--- config.mk ---
export PLATFORM = sky130hd
export DESIGN_NAME = cmd_sequencer
export DESIGN_NICKNAME = d
export VERILOG_FILES = /design/src/rtl/cmd_seq_pkg.sv /design/src/rtl/pkt_fifo.sv /design/src/rtl/cmd_sequencer.sv
export SDC_FILE = /design/constraint.sdc
export NUM_CORES = 1
export LEC_CHECK = 0
export CAP_MARGIN = 20
export CORE_MARGIN = 2
export CORE_UTILIZATION = 40
export CTS_CLUSTER_SIZE = 14
export DETAILED_ROUTE_END_ITERATION = 10
export PLACE_DENSITY_LB_ADDON = 0.3
export SETUP_SLACK_MARGIN = 0.4
export SYNTH_ARGS = -nofsm -noshare
export SYNTH_HDL_FRONTEND = slang
export SYNTH_HIERARCHICAL = 1
export SYNTH_SLANG_ARGS = --single-unit
--- constraint.sdc ---
create_clock -name clk -period 6.7 [get_ports clk]
set_input_delay 0.67 -clock clk [delete_from_list [all_inputs] [get_ports clk]]
set_output_delay 0.67 -clock clk [all_outputs]
set_load 0.02 [all_outputs]
--- src/rtl/cmd_seq_pkg.sv ---
// Shared encodings for the command sequencer: packet opcodes, ui_in command
// codes, assembler states and the order in which packet fields are loaded.
package cmd_seq_pkg;

  typedef enum logic [2:0] {
    OP_NONE  = 3'd0,
    OP_PIXEL = 3'd1,
    OP_LINE  = 3'd2,
    OP_RECT  = 3'd3,
    OP_CLEAR = 3'd4
  } op_e;

  localparam logic [1:0] CMD_NOP   = 2'b00;
  localparam logic [1:0] CMD_PIXEL = 2'b01;
  localparam logic [1:0] CMD_LINE  = 2'b10;
  localparam logic [1:0] CMD_RECT  = 2'b11;

  localparam logic [4:0] CLEAR_SENTINEL = 5'b11111;

  typedef enum logic [1:0] {
    ST_IDLE = 2'd0,
    ST_LOAD = 2'd1,
    ST_HOLD = 2'd2
  } state_e;

  // Packet fields arrive in this order; x1 always rides on the opcode word.
  typedef enum logic [1:0] {
    FLD_X1 = 2'd0,
    FLD_Y1 = 2'd1,
    FLD_X2 = 2'd2,
    FLD_Y2 = 2'd3
  } fld_e;

endpackage

--- src/rtl/pkt_fifo.sv ---
// Small synchronous FIFO with occupancy output; a push is accepted when full
// if a pop happens in the same cycle.
module pkt_fifo #(
  parameter int W     = 8,
  parameter int DEPTH = 4
) (
  input  logic                       clk,
  input  logic                       rst,
  input  logic                       push,
  input  logic [W-1:0]               push_data,
  input  logic                       pop,
  output logic [W-1:0]               head_data,
  output logic                       empty,
  output logic                       full,
  output logic [$clog2(DEPTH):0]     level
);

  localparam int AW = $clog2(DEPTH);

  logic [W-1:0]  mem [DEPTH];
  logic [AW-1:0] wr_ptr_q, rd_ptr_q;
  logic [AW:0]   level_q;
  logic          do_push, do_pop;

  assign empty   = (level_q == '0);
  assign full    = (level_q == (AW+1)'(DEPTH));
  assign do_pop  = pop && !empty;
  assign do_push = push && (!full || do_pop);

  always_ff @(posedge clk) begin
    if (do_push) mem[wr_ptr_q] <= push_data;
  end

  // Depth is a power of two, so the pointers wrap naturally.
  always_ff @(posedge clk or posedge rst) begin
    if (rst) begin
      wr_ptr_q <= '0;
      rd_ptr_q <= '0;
      level_q  <= '0;
    end else begin
      if (do_push) wr_ptr_q <= wr_ptr_q + 1'b1;
      if (do_pop)  rd_ptr_q <= rd_ptr_q + 1'b1;
      case ({do_push, do_pop})
        2'b10:   level_q <= level_q + 1'b1;
        2'b01:   level_q <= level_q - 1'b1;
        default: level_q <= level_q;
      endcase
    end
  end

  assign head_data = mem[rd_ptr_q];
  assign level     = level_q;

endmodule

--- src/rtl/cmd_sequencer.sv ---
// Assembles ui_in command/parameter words into drawing packets, queues them and
// hands them to the rasterizer; flags protocol errors and parameter timeouts.
module cmd_sequencer
  import cmd_seq_pkg::*;
#(
  parameter int COORD_W    = 3,
  parameter int FIFO_DEPTH = 4,
  parameter int TIMEOUT    = 255
) (
  input  logic                          clk,
  input  logic                          rst,
  input  logic [7:0]                    ui_in,
  input  logic                          err_clr,
  output logic                          pkt_valid,
  input  logic                          pkt_ready,
  output logic [2:0]                    pkt_op,
  output logic [COORD_W-1:0]            pkt_x1,
  output logic [COORD_W-1:0]            pkt_y1,
  output logic [COORD_W-1:0]            pkt_x2,
  output logic [COORD_W-1:0]            pkt_y2,
  output logic                          busy,
  output logic [$clog2(FIFO_DEPTH):0]   fifo_level,
  output logic                          err_proto,
  output logic                          err_timeout
);

  localparam int PW = 3 + 4*COORD_W;
  localparam int TW = $clog2(TIMEOUT+1);

  state_e             state_q;
  op_e                op_q;
  fld_e               fld_q;
  logic [1:0]         need_q;
  logic [COORD_W-1:0] x1_q, y1_q, x2_q, y2_q;
  logic [TW-1:0]      timer_q;
  logic [PW-1:0]      hold_q;
  logic               err_proto_q, err_timeout_q;

  logic               en, is_clear, load_word, idle_clear, complete;
  logic               space, push, pop, empty, full;
  logic [1:0]         cmd;
  logic [COORD_W-1:0] coord;
  logic [PW-1:0]      pkt_d, push_data, head;
  logic [TW:0]        timer_inc;
  logic               timeout_hit;

  assign en         = ui_in[7];
  assign cmd        = ui_in[6:5];
  assign coord      = ui_in[COORD_W-1:0];
  assign is_clear   = (cmd == CMD_PIXEL) && (ui_in[4:0] == CLEAR_SENTINEL);
  assign load_word  = (state_q == ST_LOAD) && en && (cmd == CMD_NOP);
  assign idle_clear = (state_q == ST_IDLE) && en && is_clear;
  assign complete   = idle_clear || (load_word && need_q == 2'd1);

  assign timer_inc   = {1'b0, timer_q} + 1'b1;
  assign timeout_hit = (timer_inc >= (TW+1)'(TIMEOUT));

  // Packet as it would look with the current word folded into its field.
  always_comb begin
    pkt_d = {op_q, x1_q, y1_q, x2_q, y2_q};
    case (fld_q)
      FLD_Y1:  pkt_d[2*COORD_W +: COORD_W] = coord;
      FLD_X2:  pkt_d[COORD_W +: COORD_W]   = coord;
      FLD_Y2:  pkt_d[0 +: COORD_W]         = coord;
      default: pkt_d = pkt_d;
    endcase
    if (idle_clear) pkt_d = {OP_CLEAR, {(4*COORD_W){1'b0}}};
  end

  assign pop       = pkt_valid && pkt_ready;
  assign space     = !full || pop;
  assign push      = (state_q == ST_HOLD) ? space : (complete && space);
  assign push_data = (state_q == ST_HOLD) ? hold_q : pkt_d;

  always_ff @(posedge clk or posedge rst) begin
    if (rst) begin
      state_q       <= ST_IDLE;
      op_q          <= OP_NONE;
      fld_q         <= FLD_X1;
      need_q        <= '0;
      x1_q          <= '0;
      y1_q          <= '0;
      x2_q          <= '0;
      y2_q          <= '0;
      timer_q       <= '0;
      hold_q        <= '0;
      err_proto_q   <= 1'b0;
      err_timeout_q <= 1'b0;
    end else begin
      if (err_clr) begin
        err_proto_q   <= 1'b0;
        err_timeout_q <= 1'b0;
      end
      case (state_q)
        ST_IDLE: begin
          timer_q <= '0;
          if (idle_clear) begin
            hold_q <= pkt_d;
            if (!space) state_q <= ST_HOLD;
          end else if (en && cmd != CMD_NOP) begin
            op_q    <= op_e'({1'b0, cmd});
            x1_q    <= coord;
            y1_q    <= '0;
            x2_q    <= '0;
            y2_q    <= '0;
            need_q  <= (cmd == CMD_PIXEL) ? 2'd1 : 2'd3;
            fld_q   <= FLD_Y1;
            state_q <= ST_LOAD;
          end
        end
        ST_LOAD: begin
          if (en && cmd == CMD_NOP) begin
            case (fld_q)
              FLD_Y1:  y1_q <= coord;
              FLD_X2:  x2_q <= coord;
              FLD_Y2:  y2_q <= coord;
              default: ;
            endcase
            fld_q   <= fld_e'(fld_q + 2'd1);
            need_q  <= need_q - 2'd1;
            timer_q <= '0;
            if (complete) begin
              hold_q  <= pkt_d;
              state_q <= space ? ST_IDLE : ST_HOLD;
            end
          end else if (en) begin
            err_proto_q <= 1'b1;
            timer_q     <= '0;
            state_q     <= ST_IDLE;
          end else if (timeout_hit) begin
            err_timeout_q <= 1'b1;
            timer_q       <= '0;
            state_q       <= ST_IDLE;
          end else if (timer_q != TW'(TIMEOUT)) begin
            timer_q <= timer_inc[TW-1:0];
          end
        end
        ST_HOLD: begin
          timer_q <= '0;
          if (space) state_q <= ST_IDLE;
        end
        default: state_q <= ST_IDLE;
      endcase
    end
  end

  pkt_fifo #(
    .W     (PW),
    .DEPTH (FIFO_DEPTH)
  ) u_fifo (
    .clk       (clk),
    .rst       (rst),
    .push      (push),
    .push_data (push_data),
    .pop       (pop),
    .head_data (head),
    .empty     (empty),
    .full      (full),
    .level     (fifo_level)
  );

  // Head RAM is not reset, so fields are forced to zero while nothing is queued.
  assign pkt_valid = !empty;
  assign {pkt_op, pkt_x1, pkt_y1, pkt_x2, pkt_y2} = pkt_valid ? head : '0;

  assign busy        = (state_q != ST_IDLE);
  assign err_proto   = err_proto_q;
  assign err_timeout = err_timeout_q;

endmodule
==> impl_metrics.json <==
{
  "status": "complete, no violations",
  "antenna_cells": 0,
  "layout.cells.non_filler": 613,
  "htreeDepth": 3,
  "synth_top_family_by_area": "simple AND/OR/NAND/NOR gates",
  "cts_made_buffers": 9,
  "rsz0062_at_grt": "no",
  "hold_path_end": "need_q[1]",
  "regToRegSetupSlack_ps": 3010,
  "clock_sinks": 112,
  "grt_pass1_vias": 3197,
  "drt-total-wl_um": 9520,
  "die_w_um": 119,
  "synth_nets": 437,
  "avgSynthCellArea_um2": 12.7,
  "crit_path_end_kind": "register",
  "fin_crit_sh_pct": 59.2,
  "skew_ps": 7.60,
  "die_h_um": 119,
  "drtAntennaViolNets": 0,
  "yosys_warnings": 6,
  "synth_compound_area_share_pct": 11.1,
  "yosys.area.top_type": "edfxtp_1",
  "synth-async-reset-ratio_pct": 46.4,
  "total_power_mw": 1.92,
  "dr.pass1.iters": 4,
  "synth-simple-area-share_pct": 12.4,
  "synth_xor_area_share_pct": 1.33,
  "critPathMaxFanout": 25,
  "synthMuxAreaShare_pct": 9.70,
  "cts_tree": "done",
  "place_inst": 594,
  "place_congestion": 0.800,
  "synthFlopType": "edfxtp_1",
  "p_leak_nw": 2.21,
  "yosys-top-cells-area": "edfxtp_1 34%, dfrtp_1 25%, mux4_2 6.4%",
  "cp.required_ps": 6980,
  "fin_tns_setup_ps": 0,
  "grt_remaining_overflow": 0,
  "cts_resized": 0,
  "placeableCoreArea_mm2": 0.0127,
  "dieArea_mm2": 0.0141,
  "max_cap_violations": 0,
  "grt_usage_pct": 14.4,
  "clkLatencyLatePin_ps": 350,
  "ys_types": 61,
  "synth_edf_count": 60,
  "grt_max_degree": 46,
  "regToRegStartpoint": "state_q[1]",
  "portBuffers": 33,
  "worstMarginPinSlew_ps": 834,
  "critPathKind": "in2reg",
  "relSlewSlack_pct": 44.4,
  "drt_iter0_markers": 284,
  "peakVddDrop_mv": 0.230,
  "cts_root_buf": "clkbuf_16",
  "worstHoldPathCells": 2,
  "io-pin-count": 34,
  "hold_path.startpoint": "need_q[1]",
  "grt_antenna_before_repair": 0,
  "synth_top_area_share_pct": 34.3,
  "fmax_ghz": 0.252,
  "cp_data_arrival_time_ps": 4250,
  "final-max-slew-violation-count": 0,
  "most-common-layout-cells": "60 x edfxtp_1, 52 x dfrtp_1, 45 x nand2_1, 33 x clkdlybuf4s50_1, 19 x nor2_1",
  "hpwl_um": 6450,
  "finalSetupViolCount": 0,
  "fin_crit_ps": 3960,
  "power.density_mw_per_mm2": 318,
  "syn_inst": 414,
  "cts_setup_buffers": 0,
  "drc_errors": 0,
  "final_common_cell": "edfxtp_1",
  "vias": 3150,
  "synth_seq_area_share_pct": 59.1,
  "reg2reg_depth": 10,
  "rows": 41,
  "drive_gt1_share_pct": 13.6,
  "viasPerCell": 5.14,
  "r2r-end": "u_fifo/level[2]",
  "synth_fa_ha_area_share_pct": 2.76,
  "cts.path.max_buffers": 2,
  "ys_ff_latch": 112,
  "start_util_pct": 41.3,
  "hold_violations": 0,
  "hold_buffers": 0,
  "min-delay-path-class": "reg2reg",
  "grt_pass1_wl_um": 16300,
  "nets": 459,
  "syn_area_mm2": 0.00525,
  "clkTransAtPathRegs_ps": 70,
  "setup.worst_path.start_class": "input pin",
  "area.growth.synth_to_final_pct": 15.1,
  "wl_per_cell_um": 15.5
}
-- where the power goes --
part	leakage (nW)	total (mW)	switching (mW)	internal, mW
Combinational	0.842	0.466	0.261	0.205
Clock	0.148	0.515	0.244	0.271
Sequential	1.22	0.943	0.0838	0.860
-- flip-flops by register name, summed over array words and instances (netlist names) --
| name | flops |
|---|---|
| u_fifo/wr_ptr_q | 2 |
| u_fifo/level | 3 |
| fld_q | 2 |
| hold_q | 15 |
| err_proto | 1 |
| u_fifo/rd_ptr_q | 2 |
| timer_q | 8 |
| x1_q | 3 |
| y1_q | 3 |
| u_fifo/mem | 60 |
| need_q | 2 |
| y2_q | 3 |
| state_q | 2 |
| x2_q | 3 |
| op_q | 2 |
| err_timeout | 1 |
-- worst max-delay path: stages --
cell,delay (ps)
clkdlybuf4s50_1,520
nor2b_1,270
and3_1,420
and2_1,740
nor3_1,120
nor2_1,490
or2_2,220
fa_1,170
nand3b_1,90
or3_2,430
nand3_1,90
-- per-layer routing --
metal  GRT usage [%]  vias to the layer above  part of all wire, %
li1                -                     1567                    -
met1            20.5                     1525                   48
met2            22.5                       51                   47
met3            3.28                        7                  3.7
met4            3.57                        0                 0.79
met5               0                        -                    0
-- worst max path at each step --
stage / depth (start not counted) / to / slack [ps] / startpoint
after floorplan: 13 / u_fifo/level[2] / 3690 / ui_in[7]
after global placement: 11 / u_fifo/level[2] / 2490 / ui_in[7]
after detailed placement: 11 / u_fifo/level[2] / 2380 / ui_in[7]
after CTS: 11 / u_fifo/level[2] / 2730 / ui_in[7]
after global routing: 11 / u_fifo/level[2] / 2370 / ui_in[7]
final: 11 / u_fifo/level[2] / 2740 / ui_in[7]
-- cells in the mapped netlist (2+ instances only) --
library cell   n
nor2_1        19
nand3b_1       3
or3_1          4
o21ai_1        5
buf_6          2
dfrtp_1       52
o31ai_1       10
xor2_1         3
ha_1          10
nand2_1       45
edfxtp_1      60
a32o_1         9
mux2i_1       10
nor2b_1       19
and2_2         4
a31oi_1        2
nand2b_1       6
xnor2_1        5
inv_1         16
a21oi_2        2
a21oi_1        9
or2_2          3
o22ai_1        2
buf_1          2
buf_2          4
o21ai_0       16
a21o_1         2
clkbuf_1      17
o211ai_1       3
mux4_2        15
nand3_1        9
and3_1         3
nor3_1         2
buf_4          2
mux2_2         5
a211oi_1       9
-- cells by family after synthesis --
family / count (synthesis)
multiplexers: 31
AO/OA/AOI/OAI: 82
buffers and inverters: 43
adder cells (fa/ha/maj): 11
flip-flops: 112
AND/OR/NAND/NOR: 127
XOR/XNOR: 8
-- area by class of cell --
| class | instances | area (um2) |
|---|---|---|
| clock buffer | 10 | 239 |
| timing repair buffer | 38 | 399 |
| multi-input combinational | 259 | 1980 |
| sequential | 112 | 3100 |
| tap | 172 | 215 |
| inverter | 16 | 60.1 |
| clock inverter | 6 | 53.8 |
| fill | 1181 | 6680 |
-- per-stage QoR --
stage / setup slack [ps] / hold WS [ps] / utilization (%) / instance area [um2]
after CTS: 2730 / 491 / 47.1 / 5990
after global routing: 2370 / 512 / 47.5 / 6050
final: 2740 / 486 / 47.5 / 6050
after detailed placement: 2380 / 473 / 44.8 / 5700
after floorplan: 3690 / 447 / - / 5250
after global placement: 2490 / 468 / 44.8 / 5700
Note: power is estimated with default switching activity, not from simulation.
